--- src/rtl/rgb555_pixel_assembler.sv ---
// RGB555 pixel assembler: rebuilds 15-bit pixels from a high-byte-first
// byte stream and frames them with start/done/error strobes.
module rgb555_pixel_assembler #(
    parameter int MAX_PIXEL_BITS = 15,
    parameter int FRAME_PIXELS   = 76800,
    parameter int CNT_W          = 17
) (
    input  logic                      clk_i,
    input  logic                      nreset_i,
    input  logic                      sof_i,
    input  logic                      byte_valid_i,
    input  logic [7:0]                byte_i,
    output logic [MAX_PIXEL_BITS-1:0] px_rgb_o,
    output logic                      px_valid_o,
    output logic                      start_o,
    output logic                      frame_done_o,
    output logic                      frame_err_o
);

    typedef enum logic [1:0] {
        IDLE,
        WAIT_HI,
        WAIT_LO,
        DONE
    } state_t;

    localparam logic [CNT_W-1:0] LAST_PX = CNT_W'(FRAME_PIXELS - 1);

    state_t                    state_q, state_d;
    logic [CNT_W-1:0]          cnt_q, cnt_d;
    logic [6:0]                hi_q, hi_d;
    logic [MAX_PIXEL_BITS-1:0] px_d;
    logic                      valid_d;
    logic                      start_d;
    logic                      done_d;
    logic                      err_d;

    // Next-state and next-output decode; sof has priority over bytes
    always_comb begin
        state_d = state_q;
        cnt_d   = cnt_q;
        hi_d    = hi_q;
        px_d    = px_rgb_o;
        valid_d = 1'b0;
        done_d  = 1'b0;
        err_d   = 1'b0;
        unique case (state_q)
            IDLE: begin
                if (sof_i) begin
                    state_d = WAIT_HI;
                    cnt_d   = '0;
                    hi_d    = '0;
                end
            end
            WAIT_HI: begin
                if (sof_i) begin
                    state_d = WAIT_HI;
                    cnt_d   = '0;
                    hi_d    = '0;
                    err_d   = 1'b1;
                end else if (byte_valid_i) begin
                    hi_d    = byte_i[6:0];
                    state_d = WAIT_LO;
                end
            end
            WAIT_LO: begin
                if (sof_i) begin
                    state_d = WAIT_HI;
                    cnt_d   = '0;
                    hi_d    = '0;
                    err_d   = 1'b1;
                end else if (byte_valid_i) begin
                    px_d    = MAX_PIXEL_BITS'({hi_q, byte_i});
                    valid_d = 1'b1;
                    if (cnt_q == LAST_PX) begin
                        cnt_d   = '0;
                        state_d = DONE;
                    end else begin
                        cnt_d   = cnt_q + CNT_W'(1);
                        state_d = WAIT_HI;
                    end
                end
            end
            DONE: begin
                state_d = IDLE;
                done_d  = 1'b1;
            end
            default: state_d = IDLE;
        endcase
        start_d = (state_d != IDLE);
    end

    // State and registered outputs, cleared asynchronously on reset
    always_ff @(posedge clk_i or negedge nreset_i) begin
        if (!nreset_i) begin
            state_q      <= IDLE;
            cnt_q        <= '0;
            hi_q         <= '0;
            px_rgb_o     <= '0;
            px_valid_o   <= 1'b0;
            start_o      <= 1'b0;
            frame_done_o <= 1'b0;
            frame_err_o  <= 1'b0;
        end else begin
            state_q      <= state_d;
            cnt_q        <= cnt_d;
            hi_q         <= hi_d;
            px_rgb_o     <= px_d;
            px_valid_o   <= valid_d;
            start_o      <= start_d;
            frame_done_o <= done_d;
            frame_err_o  <= err_d;
        end
    end

endmodule
--- config.mk ---
export PLATFORM = sky130hd
export DESIGN_NAME = rgb555_pixel_assembler
export DESIGN_NICKNAME = d
export VERILOG_FILES = /design/src/rtl/rgb555_pixel_assembler.sv
export SDC_FILE = /design/constraint.sdc
export NUM_CORES = 1
export LEC_CHECK = 0
export CAP_MARGIN = 20
export CORE_MARGIN = 3
export CORE_UTILIZATION = 40
export DETAILED_ROUTE_END_ITERATION = 10
export GPL_ROUTABILITY_DRIVEN = 0
export HOLD_SLACK_MARGIN = 0.15
export PLACE_DENSITY = 0.57
export RECOVER_POWER = 50
export SETUP_SLACK_MARGIN = 0.4
export SLEW_MARGIN = 20
export SYNTH_ARGS = -nofsm -noshare
export SYNTH_HDL_FRONTEND = slang
export SYNTH_SLANG_ARGS = --single-unit
--- constraint.sdc ---
create_clock -name clk_i -period 3.2 [get_ports clk_i]
set_input_delay 0.64 -clock clk_i [delete_from_list [all_inputs] [get_ports clk_i]]
set_output_delay 0.64 -clock clk_i [all_outputs]
set_load 0.02 [all_outputs]
* Yosys cells after proc, flatten, opt, wreduce, memory -nomap -nowiden
Cells that the tools add are included.
Storage, ports and cells: logic and storage cells 50, flip-flop bits (word level) 45, output and inout port bits 19, input bits 12
Cells by class: bitwise gates (word level) 1, multiplexer cells 22, add/subtract/negate cells 1, reduce and logical (&&, ||, !) cells 10, equality and inequality tests 8
Operators by type and width (number):
- $mux 17 | 4
- $pmux 17 s2 | 1
- $mux 7 | 3
- $add 17x1->17 const B | 1
- $eq 17x17->1 const B | 1
- $pmux 7 s2 | 1
- $mux 2 | 6
- $reduce_and 3->1 | 3
- $pmux 2 s4 | 1
- $mux 1 | 6
- $ne 3x3->1 const B | 2
- $reduce_bool 2->1 | 3
- $reduce_or 2->1 | 3
- $eq 2x2->1 const B | 2
- $ne 2x1->1 const B | 2
- $eq 2x1->1 const B | 1
- $logic_not 2->1 | 1
- $not 1->1 | 1

* Depth between registers and ports, before layout
Gate-level depths: netlist (run 1).
depth in word-level cells 6, mapped depth 8, gate-level depth less buffers 7

* Worst setup path after synthesis (run 1)
No wires, ideal clock.
path type reg-to-reg, start point register state_q[0], end point register cnt_q[14], buffers on the path 1, data arrival time 1695 ps, required time 3080 ps, slack 1384 ps, cell stages (with the launch flop) 9, setup time 120 ps, clock period less this slack 1816 ps, cell sequence dfrtp_1 > inv_1 > ha_1 > nor2b_4 > o41a_1 > buf_6 > nor4_2 > xnor2_1 > nor2_1
On the way: cells in the longest elaborated chain, start to end 4, elaborated cells on any way between the ends 9, those cells by class eq/ne (4); mux (1); reduce/logical (4)
RTL lines:
- start: declaration | RTL line 29 | state_t state_q, state_d;
- start signal: assignment | RTL line 105 | state_q <= state_d;
- $eq 2x1->1 or $logic_not 2->1 (tied branches) | RTL line 47 | unique case (state_q)
- $reduce_or 2->1 (no source line)
- $ne 2x1->1 (no source line) or $reduce_bool 2->1 (tied branches)
- $reduce_and 3->1 (no source line)
- end signal: assignment | RTL line 106 | cnt_q <= cnt_d;
- end: declaration | RTL line 30 | logic [CNT_W-1:0] cnt_q, cnt_d;
Several ways; a longest one is shown, not always the timed one. A chain may end at the register's enable or synchronous reset.

* Worst setup path in the final report (run 1)
start point input port byte_valid_i, end point register cnt_q[16]
On the way: cells in the longest elaborated chain, start to end 2
RTL lines:
- start: declaration | RTL line 11 | input logic byte_valid_i,
- $ne 3x3->1 (no source line)
- $reduce_and 3->1 (no source line)
No other way between the ends.

==> flow_summary.toml, run 1 <==
[routing]
dr.pass1.iters = 4
wire_per_inst_um = 14.7
totalWireLength_um = 4540
drtIter0Drc = 77
drc = 0
drt.antenna.violating_nets = 0
routed_via_density = 5.35
vias = 1660

[cells_and_area]
drive_above_1_share_pct = 16.7
fin_util_pct = 51.3
diodes = 0
syn_to_final_growth_pct = 20.9
layout.nets = 256

[cts]
postCtsSetupRepairBufs = 0
clock_path_buffers = 2
clk_latency_ps = 300
root_buffer = "clkbuf_8"
cts-resized-gates = 0
cts_tree = "built"
cts.sinks = 45
cts_max_level = 2
hold_buffers = 0
clk_pin_slew_ps = 90
cts_buffers = 5

[sta]
finClkSkew_ps = 11.3
rsz0062_at_grt = "no"
setup_violations = 0
period_minus_slack_ps = 2310
hold_viol = 0
worst_pin_slew_ps = 797
max_freq_mhz = 433
fin_crit_sh_pct = 72.2
relSlewSlack_pct = 46.4
drv_slew = 0
setup_tns_ps = 0

[worst_hold_path]
hp-class = "primary input to async pin"

[logic_synthesis]
synth_top_area_share_pct = 50.4
muxShareOfSynthArea_pct = 7.56
synth-main-ff-cell = "dfrtp_1"
synth_xor_area_share_pct = 0.784
syn_inst = 206
syn_area_mm2 = 0.00223
synth_top_cell_by_area = "dfrtp_1"
synth_area_leaders = "dfrtp_1, mux2_2, nand3_1"
netlist_top_cells_count = "dfrtp_1, nand2_1, nand3_1"
yosys_warnings = 0
avgSynthCellArea_um2 = 10.8
ys_async_sr_fraction_pct = 100
syn_nets = 223
seq_area_frac_synth_pct = 50.4
synth_adder_area_share_pct = 2.80
synth_top_family_by_area = "simple AND/OR/NAND/NOR gates"
synth-seq-cells = 45
synthSimpleGateAreaFrac_pct = 21.2
synth_edf_count = 0
synth.most_common_cell = "dfrtp_1"
synthDistinctLibCells = 47
synth_compound_area_share_pct = 14.9

[floorplanning]
fp.dieH_um = 80.7
initial_utilization_pct = 42.4
rows = 26
die_area_mm2 = 0.00652
die_w_um = 80.7
io_pins = 31
core_area_mm2 = 0.00527

[grt]
track_usage_pct = 15.3
grt_max_degree = 46
grt_pass1_vias = 1538
grt_overflow = 0
top_usage_layer = "met1"
grtUsageMet2_pct = 22.2
grtUsageMet1_pct = 23.0
grt_pass1_wl_um = 7670
gr-usage-met3_pct = 2.99
antenna_found_initial = 0

[pwr]
p_seq_share_pct = 40.5
p_leak_nw = 1.23
cellInternalPower_mw = 1.25
p_per_area_mw_per_mm2 = 706
swShare_pct = 34.4
power.switching_mw = 0.657
combPwrFrac_pct = 39.6
p_clk_share_pct = 19.9
ir_drop_mv = 0.372

[status]
outcome = "finished clean"

[placed_design]
hpwl_um = 3150
io_buffer_count = 30

[setup_path]
r2r_cells = 6
r2r-start = "state_q[1]$_DFF_PN0_"
crit_fanout = 18
cp.required_ps = 3380
critPathKind = "primary input to flip-flop"
critPathCaptureType = "flip-flop"
r2r-end = "cnt_q[16]$_DFFE_PN0P_"
r2r_slack_ps = 1010
arrival_ps = 2490
startpoint_type = "primary input"

[run]
maxCapViolations = 0
[layout by cell type, fill, tap and decap left out, types with 2 or more instances in the layout]
cell / netlist / routed
nand2_1: 20 / 20
nor2_1: 13 / 13
or2_1: 2 / 2
clkbuf_8: 0 / 7
nor2b_1: 2 / 2
a22o_1: 6 / 6
a21o_1: 2 / 2
nand3_1: 16 / 16
nor4_1: 2 / 2
dfrtp_1: 45 / 45
nand3_4: 2 / 2
or2b_1: 2 / 2
ha_1: 5 / 5
mux2_2: 15 / 15
nor4_2: 2 / 2
and3_1: 3 / 3
a21oi_1: 4 / 4
clkdlybuf4s50_1: 0 / 23
o21ai_0: 15 / 15
nor3_1: 2 / 2
dlygate4sd3_1: 0 / 6
buf_4: 0 / 3
o21ai_1: 5 / 5
a211oi_1: 3 / 3
o31ai_1: 4 / 4
xnor2_1: 2 / 2
nand2b_1: 3 / 3
inv_1: 4 / 4
[routing by layer]
metal / wire length, um / share of wire, %
met5: 0 / 0
met3: 163 / 3.6
met1: 2280 / 50
met4: 60 / 1.3
met2: 2040 / 45
[how the worst max path moves through the flow]
stage / start / to / depth (start not counted)
after floorplan: state_q[0]$_DFF_PN0_ / cnt_q[14]$_DFFE_PN0P_ / 8
after global placement: byte_valid_i / cnt_q[16]$_DFFE_PN0P_ / 6
after detailed placement: byte_valid_i / cnt_q[16]$_DFFE_PN0P_ / 6
after CTS: byte_valid_i / cnt_q[16]$_DFFE_PN0P_ / 6
after global routing: byte_valid_i / cnt_q[14]$_DFFE_PN0P_ / 6
final: byte_valid_i / cnt_q[16]$_DFFE_PN0P_ / 6
[sequential cells by signal, indices dropped and copies added (netlist names)]
signal        cells
frame_done_o      1
px_rgb_o         15
cnt_q            17
frame_err_o       1
start_o           1
state_q           2
px_valid_o        1
hi_q              7
[power groups by stage]
stage	Combinational, mW	Sequential (mW)	Clock [mW]
2_1_floorplan	0.335	0.907	0
4_1_cts	0.775	0.776	0.397
5_1_grt	0.826	0.793	0.427
3_3_place_gp	0.772	0.785	0
3_5_place_dp	0.773	0.788	0
6_report	0.755	0.773	0.379
[through the flow]
| step | instances | setup WS [ps] | power (mW) | instance area [um^2] | hold slack (ps) |
|---|---|---|---|---|---|
| final | 310 | 889 | 1.91 | 2700 | 335 |
| after global routing | 310 | 805 | 2.05 | 2700 | 377 |
| after CTS | 310 | 968 | 1.95 | 2700 | 502 |
| after detailed placement | 302 | 649 | 1.56 | 2600 | 484 |
| after global placement | 302 | 679 | 1.56 | 2600 | 476 |
| after floorplan | 206 | 1380 | 1.24 | 2230 | 344 |
[final cells by class]
class | instances | area [um^2]
well taps | 70 | 87.6
multi-input cells | 150 | 1060
clock buffers | 7 | 96.3
inverters | 4 | 15.0
clock inverters | 1 | 5.00
flip-flops and latches | 45 | 1130
repair buffers | 33 | 317
fillers | 492 | 2570
[critical path, stage by stage]
cell and delay, ps:
dlygate4sd3_1 630, nor2b_4 60, o41a_1 590, nor4_2 360, xnor2_1 150, nor2_1 50
[logic make-up after synthesis]
| kind of cell | after synthesis |
|---|---|
| and+or+nand+nor | 80 |
| AOI/OAI and AO/OA | 48 |
| DFF | 45 |
| muxes | 15 |
| buffers and inverters | 11 |
| adders and majority gates | 5 |
| xor gates and xnor gates | 2 |
Power figures use the tool's default switching activity.
==> inputs of run 2 (changes only) <==
Clock period 3.2 ns to 2.3 ns, I/O delays scaled along.
==> run 2 against run 1 <==
Net effect:
- sequential power is 40% higher
- final area up 8.2%
- worst hold slack improved by 120 ps
- power grew 49%
- global-route usage up 1.8 points
- critical path depth is the same
- sequential cell count unchanged
- first-iteration DRC count grew 2.6%
- clock-buffer cell count fell by 1
- die area stayed put
- critical path type is now flip-flop to flip-flop
- largest power group is now combinational logic
==> flow_summary.toml, run 2 (synthesized netlist as in run 1, its figures left out) <==
[placed_design]
place_inst = 315
io_buffer_count = 30
dpl_worst_slack_ps = 32.6
hpwl_um = 3370
place_area_mm2 = 0.00271

[pwr]
p_leak_nw = 1.31
p_per_area_mw_per_mm2 = 974
p_seq_share_pct = 37.8
p_clk_share_pct = 17.2
combPwrFrac_pct = 45.1
cellInternalPower_mw = 1.82
swShare_pct = 36.1
power.switching_mw = 1.03
ir_drop_mv = 0.535
power_mw = 2.85

[setup_path]
startpoint_type = "flip-flop"
cp.required_ps = 2490
critPathKind = "flip-flop to flip-flop"
crit_slowest_cell = "o41a_4"
max_stage_delay_ps = 560
crit_fanout = 6
r2r-end = "cnt_q[16]$_DFFE_PN0P_"
critPathCaptureType = "flip-flop"
crit_start = "state_q[1]$_DFF_PN0_"
worstPathCellList = "ha_4 > nor2b_4 > o41a_4 > nor4_4 > xnor2_1 > nor2_1"
arrival_ps = 2130
r2r_slack_ps = 360
r2r-start = "state_q[1]$_DFF_PN0_"
r2r_cells = 6

[routing]
routed_via_density = 5.36
dr.pass1.iters = 4
wl_met2_um = 2370
drt-met1-wl_um = 2520
top_layer_used = "met4"
vias = 1757
drc = 0
wl_met3_um = 207
drtIter0Drc = 79
wire_per_inst_um = 15.7
drt.antenna.violating_nets = 0
totalWireLength_um = 5160

[cts]
root_buffer = "clkbuf_8"
cts_tree = "built"
clk_pin_slew_ps = 80
cts_max_level = 2
cts_buffers = 5
clock_path_buffers = 2
clk_latency_ps = 300
cts.sinks = 45

[grt]
grt_max_degree = 46
antenna_found_initial = 0
track_usage_pct = 17.2
grt_pass1_wl_um = 8570
grt_pass1_vias = 1676
grt_overflow = 0

[floorplanning]
die_area_mm2 = 0.00652
initial_utilization_pct = 42.4
rows = 26
fp.dieH_um = 80.7
die_w_um = 80.7
io_pins = 31
core_area_mm2 = 0.00527

[cells_and_area]
layout.nets = 274
finalInstanceArea_mm2 = 0.00293
finalNonFillerCells = 328
layout_common_cells = "dfrtp_1, clkdlybuf4s50_1, nand2_1, nand3_1, buf_4"
final_common_cell = "dfrtp_1"
multi_input_area_mm2 = 0.00115
diodes = 0
regMostFlops = "cnt_q"
syn_to_final_growth_pct = 30.9
n_fill_cell = 482
drive_above_1_share_pct = 26.0
largest_registers = "cnt_q x17, px_rgb_o x15, hi_q x7"
seq_area_mm2 = 0.00113
largest_register_ffs = 17

[sta]
period_minus_slack_ps = 1940
worst_pin_slew_ps = 1120
finClkSkew_ps = 3.89
relSlewSlack_pct = 25.3
rsz0062_at_grt = "yes"
fin_crit_sh_pct = 84.4
max_freq_mhz = 515
drv_slew = 0
hold_viol = 0
fin_ws_ps = 359
setup_violations = 0
setup_tns_ps = 0

[worst_hold_path]
hp-class = "primary input to async pin"

[run]
maxCapViolations = 0

[status]
outcome = "finished clean"
-- run 2: cell count changes in the layout (fill, tap and decap cells not counted), moves of 2 or more --
cell             previous run  this run
nor4_2                      2         0
ha_1                        5         2
clkinvlp_4                  0         2
ha_4                        0         2
clkbuf_8                    7         5
nor4_4                      0         3
o21ai_0                    15        13
clkdlybuf4s50_1            23        28
dlygate4sd3_1               6         1
buf_4                       3        16
-- run 2: worst max path at each step --
stage,endpoint
5_1_grt,cnt_q[14]$_DFFE_PN0P_
6_report,cnt_q[16]$_DFFE_PN0P_
2_1_floorplan,cnt_q[16]$_DFFE_PN0P_
3_3_place_gp,cnt_q[9]$_DFFE_PN0P_
3_5_place_dp,cnt_q[16]$_DFFE_PN0P_
4_1_cts,cnt_q[14]$_DFFE_PN0P_
-- run 2: power by group through the flow --
| stage | Combinational [mW] | Sequential, mW | Clock, mW |
|---|---|---|---|
| 6_report | 1.28 | 1.08 | 0.489 |
| 5_1_grt | 1.39 | 1.10 | 0.547 |
| 4_1_cts | 1.25 | 1.08 | 0.512 |
| 3_5_place_dp | 1.15 | 1.10 | 0 |
| 3_3_place_gp | 1.14 | 1.09 | 0 |
| 2_1_floorplan | 0.467 | 1.26 | 0 |
-- run 2: stage by stage --
step / hold slack [ps] / util, %
2_1_floorplan: 164 / -
3_3_place_gp: 473 / 51.5
3_5_place_dp: 481 / 51.5
4_1_cts: 257 / 54.4
5_1_grt: 521 / 55.5
6_report: 451 / 55.5
-- run 2: final cells by class --
type / count / share of cell area, %
Clock inverter: 2 / 0.513
Tap cell: 70 / 2.99
Sequential cell: 45 / 38.5
Timing Repair Buffer: 50 / 15.6
Clock buffer: 6 / 2.48
Inverter: 4 / 0.513
Multi-Input combinational cell: 151 / 39.4
-- run 2: per-layer routing --
metal,global-route usage (%),up-vias
met5,0,-
met4,5.07,0
met2,25.4,40
met1,25.0,852
met3,4.10,7
li1,-,858
-- run 2: worst max-delay path, delay by kind of cell, from the launching register on --
family | cells | cell delay, ps
AOI/OAI and AO/OA | 1 | 560
and+or+nand+nor | 3 | 470
DFF | 1 | 450
adders and majority gates | 1 | 200
xor gates and xnor gates | 1 | 140
-- run 2: timing repair --
item                                    CTS  global route
endpoints found under the hold margin     0             0
resized for setup                         8            14
hold buffers                              0             0
gates cloned                              1             1
pin swaps                                 1             5
buffers inserted                          2             1
endpoints found under the setup margin   14            18
